**config.mk**
```make
export PLATFORM = sky130hd
export DESIGN_NAME = muldiv
export DESIGN_NICKNAME = d
export VERILOG_FILES = /design/src/rtl/muldiv.sv
export SDC_FILE = /design/constraint.sdc
export NUM_CORES = 1
export LEC_CHECK = 0
export ABC_AREA = 1
export CAP_MARGIN = 20
export CORE_AREA = 2 2 181 272
export CTS_CLUSTER_DIAMETER = 200
export CTS_CLUSTER_SIZE = 40
export DETAILED_ROUTE_END_ITERATION = 10
export DIE_AREA = 0 0 183 274
export MAX_ROUTING_LAYER = met4
export PLACE_DENSITY = 0.85
export RECOVER_POWER = 50
export SYNTH_ARGS = -nofsm -noshare
export SYNTH_HDL_FRONTEND = slang
export SYNTH_SLANG_ARGS = --single-unit
```
**constraint.sdc**
```tcl
create_clock -name clk -period 15.2 [get_ports clk]
set_clock_uncertainty 0.15 [all_clocks]
set_input_delay 2.28 -clock clk [delete_from_list [all_inputs] [get_ports clk]]
set_output_delay 2.28 -clock clk [all_outputs]
set_load 0.02 [all_outputs]
```
**src/rtl/muldiv.sv**
```systemverilog
// rtl/muldiv.sv - Multi-cycle multiply/divide unit owning the HI/LO registers
//
// Executes mult/multu/div/divu (op = func[1:0]) and mthi/mtlo writes.
// Optional feature macro: MULDIV_FAST_MUL_EN (single-cycle multiply path;
// division stays iterative). Default build: all ops take 33 busy cycles.
//
// Ports:
//   clk     rising-edge clock
//   rst     asynchronous active-high reset
//   start   launch an operation (accepted in IDLE, or in FIX for back-to-back)
//   op      00 mult, 01 multu, 10 div, 11 divu
//   a, b    rs / rt operands, sampled only when the operation is accepted
//   wen_hi  mthi strobe (IDLE only)
//   wen_lo  mtlo strobe (IDLE only)
//   wdata   mthi/mtlo data
//   hi, lo  HI/LO registers
//   busy    operation in flight; pipeline stalls
//   done    one-cycle pulse after hi/lo take a result
module muldiv (
  input  logic        clk,
  input  logic        rst,
  input  logic        start,
  input  logic [1:0]  op,
  input  logic [31:0] a,
  input  logic [31:0] b,
  input  logic        wen_hi,
  input  logic        wen_lo,
  input  logic [31:0] wdata,
  output logic [31:0] hi,
  output logic [31:0] lo,
  output logic        busy,
  output logic        done
);

  typedef enum logic [1:0] {IDLE, CALC, FIX} state_t;

  state_t      state;
  logic [1:0]  op_q;
  logic [31:0] a_raw;     // original dividend, returned in HI on divide by zero
  logic        neg_q;     // negate product / quotient
  logic        neg_r;     // negate remainder (dividend sign)
  logic [5:0]  cnt;

  // multiply datapath
  logic [63:0] acc;
  logic [63:0] mcand;
  logic [31:0] mplier;

  // divide datapath
  logic [31:0] rem;
  logic [31:0] quo;       // starts as dividend, shifts out MSB first, fills with quotient bits
  logic [31:0] divisor;

  // operand preparation at launch
  logic        is_signed;
  logic        a_neg;
  logic        b_neg;
  logic [31:0] a_mag;
  logic [31:0] b_mag;
  logic        accept;

  assign is_signed = ~op[0];
  assign a_neg     = is_signed & a[31];
  assign b_neg     = is_signed & b[31];
  assign a_mag     = a_neg ? (~a + 32'd1) : a;
  assign b_mag     = b_neg ? (~b + 32'd1) : b;

  // FIX also accepts a start so a new op can issue in the cycle the result lands
  assign accept = start & ((state == IDLE) | (state == FIX));
  assign busy   = (state != IDLE);

`ifdef MULDIV_FAST_MUL_EN
  logic [63:0] fast_prod;
  assign fast_prod = {32'd0, a_mag} * {32'd0, b_mag};
`endif

  // Restoring division step: 33-bit partial remainder formed by shifting in the
  // next dividend bit. When the subtraction succeeds the result is below the
  // divisor, so the low 32 bits of the difference are exact.
  logic [32:0] rem_sh;
  logic        rem_ge;
  logic [31:0] rem_next;
  logic [31:0] quo_next;

  always_comb begin
    rem_sh   = {rem, quo[31]};
    rem_ge   = (rem_sh >= {1'b0, divisor});
    rem_next = rem_ge ? (rem_sh[31:0] - divisor) : rem_sh[31:0];
    quo_next = {quo[30:0], rem_ge};
  end

  // Sign fix-up and special cases applied in FIX
  logic [63:0] prod_fix;
  logic [31:0] res_hi;
  logic [31:0] res_lo;

  always_comb begin
    prod_fix = neg_q ? (~acc + 64'd1) : acc;
    res_hi   = prod_fix[63:32];
    res_lo   = prod_fix[31:0];
    if (op_q[1]) begin
      if (divisor == 32'd0) begin
        res_hi = a_raw;
        res_lo = 32'hFFFF_FFFF;
      end else begin
        res_hi = neg_r ? (~rem + 32'd1) : rem;
        res_lo = neg_q ? (~quo + 32'd1) : quo;
      end
    end
  end

  always_ff @(posedge clk or posedge rst) begin
    if (rst) begin
      state   <= IDLE;
      op_q    <= 2'd0;
      a_raw   <= 32'd0;
      neg_q   <= 1'b0;
      neg_r   <= 1'b0;
      cnt     <= 6'd0;
      acc     <= 64'd0;
      mcand   <= 64'd0;
      mplier  <= 32'd0;
      rem     <= 32'd0;
      quo     <= 32'd0;
      divisor <= 32'd0;
      hi      <= 32'd0;
      lo      <= 32'd0;
      done    <= 1'b0;
    end else begin
      done <= 1'b0;
      case (state)
        IDLE: begin
          if (wen_hi) hi <= wdata;
          if (wen_lo) lo <= wdata;
        end
        CALC: begin
          if (op_q[1]) begin
            rem <= rem_next;
            quo <= quo_next;
          end else begin
            if (mplier[0]) acc <= acc + mcand;
            mcand  <= mcand << 1;
            mplier <= mplier >> 1;
          end
          cnt <= cnt + 6'd1;
          if (cnt == 6'd31) state <= FIX;
        end
        FIX: begin
          hi    <= res_hi;
          lo    <= res_lo;
          done  <= 1'b1;
          state <= IDLE;
        end
        default: state <= IDLE;
      endcase

      // Launch overrides the state transition above (IDLE or FIX only)
      if (accept) begin
        op_q    <= op;
        a_raw   <= a;
        neg_q   <= a_neg ^ b_neg;
        neg_r   <= a_neg;
        cnt     <= 6'd0;
        acc     <= 64'd0;
        mcand   <= {32'd0, a_mag};
        mplier  <= b_mag;
        rem     <= 32'd0;
        quo     <= a_mag;
        divisor <= b_mag;
        state   <= CALC;
`ifdef MULDIV_FAST_MUL_EN
        if (!op[1]) begin
          acc   <= fast_prod;
          state <= FIX;
        end
`endif
      end
    end
  end

endmodule

```
==> flow_summary_export.csv <==
group,metric,value,unit
power,ir_drop,180,uV
timing,final_max_slew_viol_count,715,
logic_synthesis,synth-compound-area-share,0.174,
logic_synthesis,synthMuxAreaShare,0,
timing,slew_headroom,-3.39,
routing,wl_per_cell,24.1,um
cells_and_area,mostFrequentLayoutCells,"1,156 x nand2_1, 660 x nor2_1, 514 x inv_1",
logic_synthesis,synth_top_family_by_area,"simple AND/OR/NAND/NOR gates",
clocking,ctsResizeCount,0,
worst_setup_path,cp_top_family,"simple AND/OR/NAND/NOR gates",
cells_and_area,final_nets,4777,
worst_setup_path,crit_fanout,79,
global_routing,use_met3,0.136,
logic_synthesis,yosys-top-cells-area,"dfrtp_1 32%, nand2_1 15%, nor2_1 8.7%, nand3_1 7.3%, a21oi_1 7.1%",
logic_synthesis,async_reset_ff_frac,1.00,
timing,min_period_over_period,0.638,
cells_and_area,drive_gt1_frac,0.0265,
worst_setup_path,end_kind,"flip-flop",
clocking,holdBufCountCts,0,
power,cellLeakagePower,0.0147,uW
global_routing,grt.busiest_layer,"met2",
clocking,clk_pin_slew_worst_paths,0.16,ns
cells_and_area,n_fill_cell,4590,
timing,tns,0,ns
logic_synthesis,synthAdderAreaFrac,0.0457,
timing,max_freq,103,MHz
logic_synthesis,yosysWarnings,0,
placed_design,routabilityCongestion,1.13,
global_routing,use_met2,0.818,
global_routing,grt.overflow.total,0,
logic_synthesis,syn_avg_cell_area,6.32,um2
routing,drc,0,
worst_setup_path,cpMostUsedCell,"nand2_1",
flow_run,maxCapViolCount,13,
routing,drtIter0Drc,3785,
timing,worst_slew_pin_slew,6.55,ns
clocking,clockRootBuffer,"clkbuf_16",
worst_setup_path,cp.arrival,10.08,ns
logic_synthesis,yosysTopAreaCellShare,0.320,
die,start_util,0.593,
clocking,cts_sinks,364,
logic_synthesis,synth_cell_types,57,
worst_setup_path,cp_slowest_cell,"nand2_1",
cells_and_area,layout_commonest_cell,"nand2_1",
global_routing,first_global_vias,31300,
logic_synthesis,synth_simple_gate_area_frac,0.351,
worst_setup_path,critPathRequiredTime,15.58,ns
clocking,clock_path_buffers,3,
min_path,hold_class,"flip-flop to flip-flop",
logic_synthesis,ys_seq_area_frac,0.320,
cells_and_area,multi_input_area,16700,um2
die,die_x,183,um
run_status,violations,"capacitance limit, slew limit",
die,die_h,274,um
worst_setup_path,critPathLaunchType,"primary input",
global_routing,grt_pass1_wl,187,mm
routing,viasPerCell,6.28,
logic_synthesis,synth_edf_count,0,
worst_setup_path,crit_type,"primary input to flip-flop",
worst_setup_path,cp_slowest_stage_delay,1.50,ns
die,rows,99,
timing,hold-worst-slack,0.341,ns
routing,num_vias,32600,
worst_setup_path,cp_num_buf_inv,5,
global_routing,antenna_found_initial,15,
die,core,48100,um2
die,die-area,50100,um2
placed_design,place_hpwl,98.6,mm
logic_synthesis,synth_xor_area_frac,0.0163,
clocking,cts_tree,"yes",
logic_synthesis,ys_ff_latch,364,
placed_design,io_buffer_count,168,
run_status,outcome,"complete, but fails checks",
die,ios,169,
logic_synthesis,netlist_instances,4507,
routing,antenna_left,0,
clocking,h-tree-depth,1,
worst_setup_path,worstPathCellList,"dlygate4sd3_1 > nand2_1 > nand2_1 > nand2_1 > inv_4 > o21ai_4 > buf_4 > inv_4 > nand2_4 > inv_2 > o21ai_0 > o22ai_1",
logic_synthesis,ys.flop_type,"dfrtp_1",
clocking,postCtsSetupBuffers,0,
clocking,clk_latency,0.61,ns
clocking,numCtsBuffers,13,
global_routing,grt_start_max_net_pins,133,
timing,fin_crit,9.70,ns
global_routing,use_met1,0.491,
logic_synthesis,syn_area,28500,um2
timing,finalHoldViolations,0,
power,powerDensity,244,nW/um2
global_routing,grt_use_total,0.516,
logic_synthesis,synth_top_area_cell,"dfrtp_1",
cells_and_area,syn_to_final_growth,8.35,%
timing,rsz0062_at_grt,"false",
logic_synthesis,synth_nets,4713,
routing,routed_wl,125,mm
cells_and_area,seq_area,9110,um2
timing,finalSetupViolCount,0,
routing,dr.pass1.iters,9,
[cell usage after synthesis, types with 8 or more instances]
cell      count
o211ai_1     20
a22oi_1      15
nand3_1     418
a21oi_1     407
xor2_1       36
nor2_2       20
clkbuf_1     81
ha_1        101
o21ai_0     324
inv_2        20
o21ai_1      45
nor3_1       23
nand4_1      60
nand3b_1     22
nand2_1    1154
buf_1        21
inv_1       513
o221ai_1     17
buf_2        35
dfrtp_1     364
o21bai_1     17
xnor2_1      17
nor2_1      661
a21o_1        8
o22ai_2       9
[through the flow]
stage	util	std cells	area (um2)	setup WS, ns	power [uW]
after detailed placement	0.636	5161	30500	8.07	6790
after floorplan	-	4507	28500	2.67	5070
after global routing	0.643	5193	30900	4.78	7990
after global placement	0.636	5161	30500	8.13	6720
after CTS	0.643	5177	30900	8.65	7280
final	0.643	5193	30900	5.50	7530
[kinds of logic after synthesis]
logic type / Yosys count
AO/OA/AOI/OAI: 906
XOR/XNOR: 53
adder cells (fa/ha/maj): 103
buffers and inverters: 685
flip-flops: 364
AND/OR/NAND/NOR: 2396
[state kept, by name (all words and copies together), names as in the netlist, 2 cells and up]
signal   flops
mcand       64
acc         64
lo          32
state        2
divisor     32
rem         32
hi          32
quo         32
a_raw       32
mplier      32
cnt          6
[path summary, 6_finish.rpt]
check	startpoint	endpoint	slack [ns]	depth (start not counted)
min in group asynchronous	rst	acc[36]	4.03	2
worst min register to register	cnt[5]	state[1]	0.34	1
worst min-delay path	cnt[5]	state[1]	0.34	1
max in group asynchronous	rst	a_raw[8]	6.05	3
worst max register to register	state[0]	acc[7]	7.10	12
worst max-delay path	start	acc[7]	5.50	12
[power breakdown]
part | switching, uW | internal (uW) | total (uW) | leakage (uW)
clock network | 335 | 163 | 498 | 0.000177
registers | 484 | 1390 | 1880 | 0.00437
logic | 3610 | 1550 | 5160 | 0.0102
[final cells by class]
| cell class | count | share of cell area |
|---|---|---|
| diodes | 15 | 0.00122 |
| clock buffers | 14 | 0.0107 |
| clock inverters | 2 | 0.00126 |
| inverters | 537 | 0.0655 |
| multi-input cells | 3458 | 0.541 |
| flip-flops and latches | 364 | 0.295 |
| well taps | 606 | 0.0246 |
| repair buffers | 197 | 0.0604 |
[worst register-to-register path, delay by kind of cell (launching register included)]
kind	cells	cell delay, ns
simple gates	4	3.76
compound gates	3	0.51
flops	1	0.47
buf+inv	5	3.19
[metal layers]
metal  routed length [um]  vias up
met5                    0        -
met4                16900        0
met3                11800      854
met2                57700     2065
met1                38800    14900
li1                     -    14800
(Power assumes the default switching activity.)
